## config.mk

```make
export PLATFORM = sky130hd
export DESIGN_NAME = spi_apb_txn_sequencer
export DESIGN_NICKNAME = d
export VERILOG_FILES = /design/src/rtl/spi_apb_txn_sequencer.sv
export SDC_FILE = /design/constraint.sdc
export NUM_CORES = 1
export LEC_CHECK = 0
export ABC_AREA = 1
export CORE_ASPECT_RATIO = 1.25
export CORE_MARGIN = 5
export CORE_UTILIZATION = 55
export CTS_CLUSTER_DIAMETER = 40
export DETAILED_ROUTE_END_ITERATION = 8
export GPL_TIMING_DRIVEN = 0
export PLACE_DENSITY_LB_ADDON = 0.08
export SLEW_MARGIN = 0
export SYNTH_ARGS = -nofsm -noshare
export SYNTH_HDL_FRONTEND = slang
export SYNTH_SLANG_ARGS = --single-unit
```

## constraint.sdc

```tcl
create_clock -name PCLK -period 3.1 [get_ports PCLK]
set_clock_uncertainty 0.1 [all_clocks]
set_input_delay 0.93 -clock PCLK [delete_from_list [all_inputs] [get_ports PCLK]]
set_output_delay 0.93 -clock PCLK [all_outputs]
set_load 0.05 [all_outputs]
```

## src/rtl/spi_apb_txn_sequencer.sv

```systemverilog
// APB master that programs the SPI controller at start-up, then arbitrates two
// byte-transfer requesters onto it (write DR, poll SR for SPIF, read DR).
module spi_apb_txn_sequencer #(
   parameter logic [7:0] CR1_INIT   = 8'hFB,
   parameter logic [7:0] CR2_INIT   = 8'hD0,
   parameter logic [7:0] BR_INIT    = 8'h01,
   parameter int         POLL_LIMIT = 1024
) (
   input  logic       PCLK,
   input  logic       PRESET_n,
   input  logic [1:0] req_i,
   input  logic [7:0] tx0_i,
   input  logic [7:0] tx1_i,
   output logic [1:0] gnt_o,
   output logic [1:0] done_o,
   output logic [7:0] rx_data_o,
   output logic       err_o,
   output logic       cfg_done_o,
   output logic [2:0] PADDR_o,
   output logic       PSEL_o,
   output logic       PENABLE_o,
   output logic       PWRITE_o,
   output logic [7:0] PWDATA_o,
   input  logic [7:0] PRDATA_i,
   input  logic       PREADY_i,
   input  logic       PSLVERR_i
);

   localparam int CNT_W = $clog2(POLL_LIMIT + 1);
   localparam logic [CNT_W-1:0] POLL_LAST = CNT_W'(POLL_LIMIT - 1);

   localparam logic [2:0] ADDR_CR1 = 3'd0;
   localparam logic [2:0] ADDR_CR2 = 3'd1;
   localparam logic [2:0] ADDR_BR  = 3'd2;
   localparam logic [2:0] ADDR_SR  = 3'd3;
   localparam logic [2:0] ADDR_DR  = 3'd5;

   typedef enum logic [3:0] {
      CFG_CR1, CFG_CR2, CFG_BR, CFG_ERR, IDLE, WR_DR, POLL_SR, RD_DR, DONE
   } state_t;

   typedef enum logic [1:0] {PH_IDLE, PH_SETUP, PH_ACCESS} phase_t;

   state_t             state_reg, state_next;
   phase_t             phase_reg, phase_next;
   logic               psel_reg, psel_next;
   logic               penable_reg, penable_next;
   logic [2:0]         paddr_reg, paddr_next;
   logic               pwrite_reg, pwrite_next;
   logic [7:0]         pwdata_reg, pwdata_next;
   logic [1:0]         gnt_reg, gnt_next;
   logic [1:0]         done_reg, done_next;
   logic               err_reg, err_next;
   logic [7:0]         rx_reg, rx_next;
   logic               cfg_done_reg, cfg_done_next;
   logic               last_reg, last_next;
   logic [7:0]         tx_reg, tx_next;
   logic [CNT_W-1:0]   poll_cnt_reg, poll_cnt_next;

   logic               apb_active, xfer_done, winner;
   logic [2:0]         bus_addr;
   logic               bus_write;
   logic [7:0]         bus_wdata;
   logic               finish, finish_err;
   logic [7:0]         finish_rx;

   always_ff @(posedge PCLK or negedge PRESET_n) begin
      if (!PRESET_n) begin
         state_reg    <= CFG_CR1;
         phase_reg    <= PH_IDLE;
         psel_reg     <= 1'b0;
         penable_reg  <= 1'b0;
         paddr_reg    <= '0;
         pwrite_reg   <= 1'b0;
         pwdata_reg   <= '0;
         gnt_reg      <= '0;
         done_reg     <= '0;
         err_reg      <= 1'b0;
         rx_reg       <= '0;
         cfg_done_reg <= 1'b0;
         last_reg     <= 1'b0;
         tx_reg       <= '0;
         poll_cnt_reg <= '0;
      end else begin
         state_reg    <= state_next;
         phase_reg    <= phase_next;
         psel_reg     <= psel_next;
         penable_reg  <= penable_next;
         paddr_reg    <= paddr_next;
         pwrite_reg   <= pwrite_next;
         pwdata_reg   <= pwdata_next;
         gnt_reg      <= gnt_next;
         done_reg     <= done_next;
         err_reg      <= err_next;
         rx_reg       <= rx_next;
         cfg_done_reg <= cfg_done_next;
         last_reg     <= last_next;
         tx_reg       <= tx_next;
         poll_cnt_reg <= poll_cnt_next;
      end
   end

   always_comb begin
      state_next    = state_reg;
      phase_next    = phase_reg;
      psel_next     = psel_reg;
      penable_next  = penable_reg;
      paddr_next    = paddr_reg;
      pwrite_next   = pwrite_reg;
      pwdata_next   = pwdata_reg;
      gnt_next      = gnt_reg;
      done_next     = '0;
      err_next      = 1'b0;
      rx_next       = rx_reg;
      cfg_done_next = cfg_done_reg;
      last_next     = last_reg;
      tx_next       = tx_reg;
      poll_cnt_next = poll_cnt_reg;
      apb_active    = 1'b0;
      winner        = 1'b0;
      bus_addr      = ADDR_CR1;
      bus_write     = 1'b0;
      bus_wdata     = '0;
      finish        = 1'b0;
      finish_err    = 1'b0;
      finish_rx     = '0;
      xfer_done     = (phase_reg == PH_ACCESS) && PREADY_i;

      case (state_reg)
         CFG_CR1: begin
            apb_active = 1'b1;
            bus_addr   = ADDR_CR1;
            bus_write  = 1'b1;
            bus_wdata  = CR1_INIT;
            if (xfer_done) state_next = PSLVERR_i ? CFG_ERR : CFG_CR2;
         end
         CFG_CR2: begin
            apb_active = 1'b1;
            bus_addr   = ADDR_CR2;
            bus_write  = 1'b1;
            bus_wdata  = CR2_INIT;
            if (xfer_done) state_next = PSLVERR_i ? CFG_ERR : CFG_BR;
         end
         CFG_BR: begin
            apb_active = 1'b1;
            bus_addr   = ADDR_BR;
            bus_write  = 1'b1;
            bus_wdata  = BR_INIT;
            if (xfer_done) begin
               state_next    = PSLVERR_i ? CFG_ERR : IDLE;
               cfg_done_next = !PSLVERR_i;
            end
         end
         CFG_ERR: state_next = CFG_ERR;
         IDLE: begin
            // With both requesting, the one not served last wins
            if (req_i != 2'b00) begin
               winner     = (req_i == 2'b11) ? !last_reg : req_i[1];
               gnt_next   = winner ? 2'b10 : 2'b01;
               last_next  = winner;
               tx_next    = winner ? tx1_i : tx0_i;
               state_next = WR_DR;
            end
         end
         WR_DR: begin
            apb_active = 1'b1;
            bus_addr   = ADDR_DR;
            bus_write  = 1'b1;
            bus_wdata  = tx_reg;
            if (xfer_done) begin
               if (PSLVERR_i) begin
                  finish     = 1'b1;
                  finish_err = 1'b1;
               end else begin
                  state_next    = POLL_SR;
                  poll_cnt_next = '0;
               end
            end
         end
         POLL_SR: begin
            apb_active = 1'b1;
            bus_addr   = ADDR_SR;
            if (xfer_done) begin
               if (PSLVERR_i || (!PRDATA_i[7] && poll_cnt_reg == POLL_LAST)) begin
                  finish     = 1'b1;
                  finish_err = 1'b1;
               end else if (PRDATA_i[7]) begin
                  state_next = RD_DR;
               end else begin
                  poll_cnt_next = poll_cnt_reg + 1'b1;
               end
            end
         end
         RD_DR: begin
            apb_active = 1'b1;
            bus_addr   = ADDR_DR;
            if (xfer_done) begin
               finish     = 1'b1;
               finish_err = PSLVERR_i;
               finish_rx  = PSLVERR_i ? 8'h00 : PRDATA_i;
            end
         end
         DONE:    state_next = IDLE;
         default: state_next = CFG_CR1;
      endcase

      // Shared SETUP/ACCESS sequencing; PH_IDLE leaves one idle bus cycle between transfers
      if (apb_active) begin
         case (phase_reg)
            PH_IDLE: begin
               psel_next    = 1'b1;
               penable_next = 1'b0;
               paddr_next   = bus_addr;
               pwrite_next  = bus_write;
               pwdata_next  = bus_wdata;
               phase_next   = PH_SETUP;
            end
            PH_SETUP: begin
               penable_next = 1'b1;
               phase_next   = PH_ACCESS;
            end
            PH_ACCESS: begin
               if (PREADY_i) begin
                  psel_next    = 1'b0;
                  penable_next = 1'b0;
                  phase_next   = PH_IDLE;
               end
            end
            default: phase_next = PH_IDLE;
         endcase
      end

      if (finish) begin
         state_next = DONE;
         done_next  = gnt_reg;
         gnt_next   = '0;
         err_next   = finish_err;
         rx_next    = finish_rx;
      end
   end

   assign gnt_o      = gnt_reg;
   assign done_o     = done_reg;
   assign rx_data_o  = rx_reg;
   assign err_o      = err_reg;
   assign cfg_done_o = cfg_done_reg;
   assign PADDR_o    = paddr_reg;
   assign PSEL_o     = psel_reg;
   assign PENABLE_o  = penable_reg;
   assign PWRITE_o   = pwrite_reg;
   assign PWDATA_o   = pwdata_reg;

endmodule

```

==> flow_summary.json <==
{
  "wl_per_cell_um": 12.7,
  "reg2reg_to": "state_reg[0]",
  "power_mw": 3.63,
  "hpwl_um": 4670,
  "reg2reg_setup_slack_ps": 1090,
  "dp.cells": 469,
  "timing.final.crit_share_pct": 82.3,
  "syn-num-nets": 380,
  "rsz0062_at_grt": "false",
  "ant_nets": 0,
  "ys.warnings.count": 0,
  "synthTopCellsByCount": "nand2_1, dfrtp_1, nor2_1",
  "worst_slew_pin_slew_ps": 563,
  "grt_pass1_wl_um": 10400,
  "async_flop_share_pct": 100,
  "clock_latency_ps": 310,
  "tns_ps": 0,
  "dp_slack_ps": 382,
  "worst_slack_ps": 548,
  "antenna_found_initial": 0,
  "cts_htree_levels": 2,
  "grt_pass1_vias": 2372,
  "end_kind": "output port",
  "diodes": 0,
  "drc": 0,
  "drtIter0Drc": 99,
  "cts_setup_buffers": 0,
  "die_area_sq_um": 6570,
  "min_to": "PADDR_o[2]",
  "syn_area_sq_um": 2770,
  "netlist.area_leader.share_pct": 48.8,
  "slowest_delay_ps": 820,
  "drive_above_1_share_pct": 8.43,
  "ys.flop_type": "dfrtp_1",
  "ys_seq_area_share_pct": 48.8,
  "largest_reg_flops": 11,
  "hold_class": "flop to flop",
  "die_w_um": 73.5,
  "outcome": "finished, final reports clean",
  "fin_cells": 477,
  "cts_max_path_buffers": 2,
  "core-area_sq_um": 4970,
  "drv_cap": 0,
  "fin_nets": 445,
  "start_util_pct": 55.8,
  "synth_edf_count": 0,
  "power_per_cell_area_nw_per_um2": 1030,
  "yosysTopAreaCell": "dfrtp_1",
  "max_freq_ghz": 0.392,
  "cts_tree": "yes",
  "synth_cell_types": 33,
  "irDropWorstVdd_uv": 730,
  "place_congestion": 0.899,
  "syn_avg_cell_area_sq_um": 7.94,
  "hold_depth": 2,
  "grtUsageTotal_pct": 20.2,
  "grt_max_degree": 32,
  "cts_sinks": 54,
  "ctsResizeCount": 0,
  "relSlewSlack_pct": 62.4,
  "yosys_register_bits": 54,
  "grt-ovfl-total": 0,
  "critPathLaunchType": "flop",
  "crit_fanout": 3,
  "cp.arrival_ps": 1520,
  "vias": 2461,
  "p_leak_nw": 1.65,
  "clk_pin_slew_ps": 100,
  "first_pass_iters": 5,
  "worstSetupPathType": "flop to output port",
  "crit_slowest_cell": "clkdlybuf4s50_1",
  "synth.area.top_cells": "dfrtp_1, nand2_1, o21ai_0",
  "via_per_inst": 5.16,
  "rows": 29,
  "area_delta_synth_final_pct": 27.4,
  "r2r-start": "poll_cnt_reg[0]",
  "critical_path_required_ps": 2070,
  "synth.most_common_cell": "nand2_1",
  "whs_ps": 390,
  "clock-root-buffer": "clkbuf_8",
  "drv_slew": 0,
  "fp.dieH_um": 89.4,
  "cp_cell_sequence": "clkdlybuf4s50_1",
  "rr_worst_depth": 9,
  "final_hold_viol_count": 0,
  "crit_family": "buffers and inverters",
  "netlist_instances": 349,
  "post-route-min-period_ps": 2550,
  "setup_violations": 0,
  "io_pins": 58,
  "wl_um": 6080,
  "hold_buffers": 0,
  "holdCritStartpoint": "PADDR_o[2]",
  "cts_inserted_buffers": 5,
  "port_buffers": 57,
  "crit_buf_inv": 1
}
## worst max path at each step
| stage | start | to | slack (ps) | cells past startpoint |
|---|---|---|---|---|
| finish | gnt_o[0] | gnt_o[0] | 550 | 1 |
| global route | gnt_o[1] | gnt_o[1] | 490 | 1 |
| CTS | gnt_o[0] | gnt_o[0] | 540 | 1 |
| detailed placement | PRDATA_i[7] | state_reg[0] | 380 | 10 |
| global placement | PRESET_n | tx_reg[4] | -600 | 1 |
| floorplan | PRDATA_i[7] | state_reg[2] | 1110 | 9 |
## power by group
group	internal, mW	leakage [nW]	total (mW)	switching, mW
clock network	0.180	0.0472	0.408	0.229
registers	0.985	0.694	1.17	0.183
logic	0.693	0.910	2.06	1.36
## stage by stage
stage               instance area, sq um  util (%)
finish                              3530      71.0
global route                        3530      71.0
CTS                                 3530      71.0
detailed placement                  3430      69.1
global placement                    3420      68.8
floorplan                           2770         -
## per-layer routing
| layer | GRT usage (%) | routed length, um | vias up |
|---|---|---|---|
| li1 | - | - | 1244 |
| met1 | 24.5 | 2640 | 1155 |
| met2 | 35.6 | 3110 | 53 |
| met3 | 3.94 | 261 | 9 |
| met4 | 6.92 | 70 | 0 |
| met5 | 0 | 0 | - |
## final cells by class
cell class                      count  area [sq um]
Multi-Input combinational cell    249          1210
Sequential cell                    54          1350
Timing Repair Buffer               58           586
Clock buffer                        6          82.6
Fill cell                         410          1440
Tap cell                           62          77.6
Inverter                           41           161
Clock inverter                      2          12.5
Buffer                              5          45.0
## layout by cell type, fill, tap and decap left out, drive strengths merged
| cell | netlist | final |
|---|---|---|
| a21oi | 12 | 12 |
| a31oi | 1 | 1 |
| buf | 5 | 7 |
| clkbuf | 0 | 6 |
| clkdlybuf4s50 | 0 | 56 |
| clkinv | 1 | 2 |
| clkinvlp | 0 | 1 |
| dfrtp | 54 | 54 |
| ha | 1 | 1 |
| inv | 40 | 40 |
| nand2 | 99 | 99 |
| nand3 | 16 | 16 |
| nand3b | 2 | 2 |
| nor2 | 50 | 50 |
| nor3 | 2 | 2 |
| o211ai | 1 | 1 |
| o21ai | 48 | 48 |
| o22ai | 5 | 5 |
| o31ai | 4 | 4 |
| or2 | 1 | 1 |
| xnor2 | 1 | 1 |
| xor2 | 6 | 6 |
## cell families after synthesis
family,share of synthesized area [%]
buffers and inverters,7.45
and+or+nand+nor,26.8
adders and majority gates,0.451
DFF,48.8
AOI/OAI and AO/OA,14.4
xor gates and xnor gates,2.21
Power figures use the tool's default switching activity.
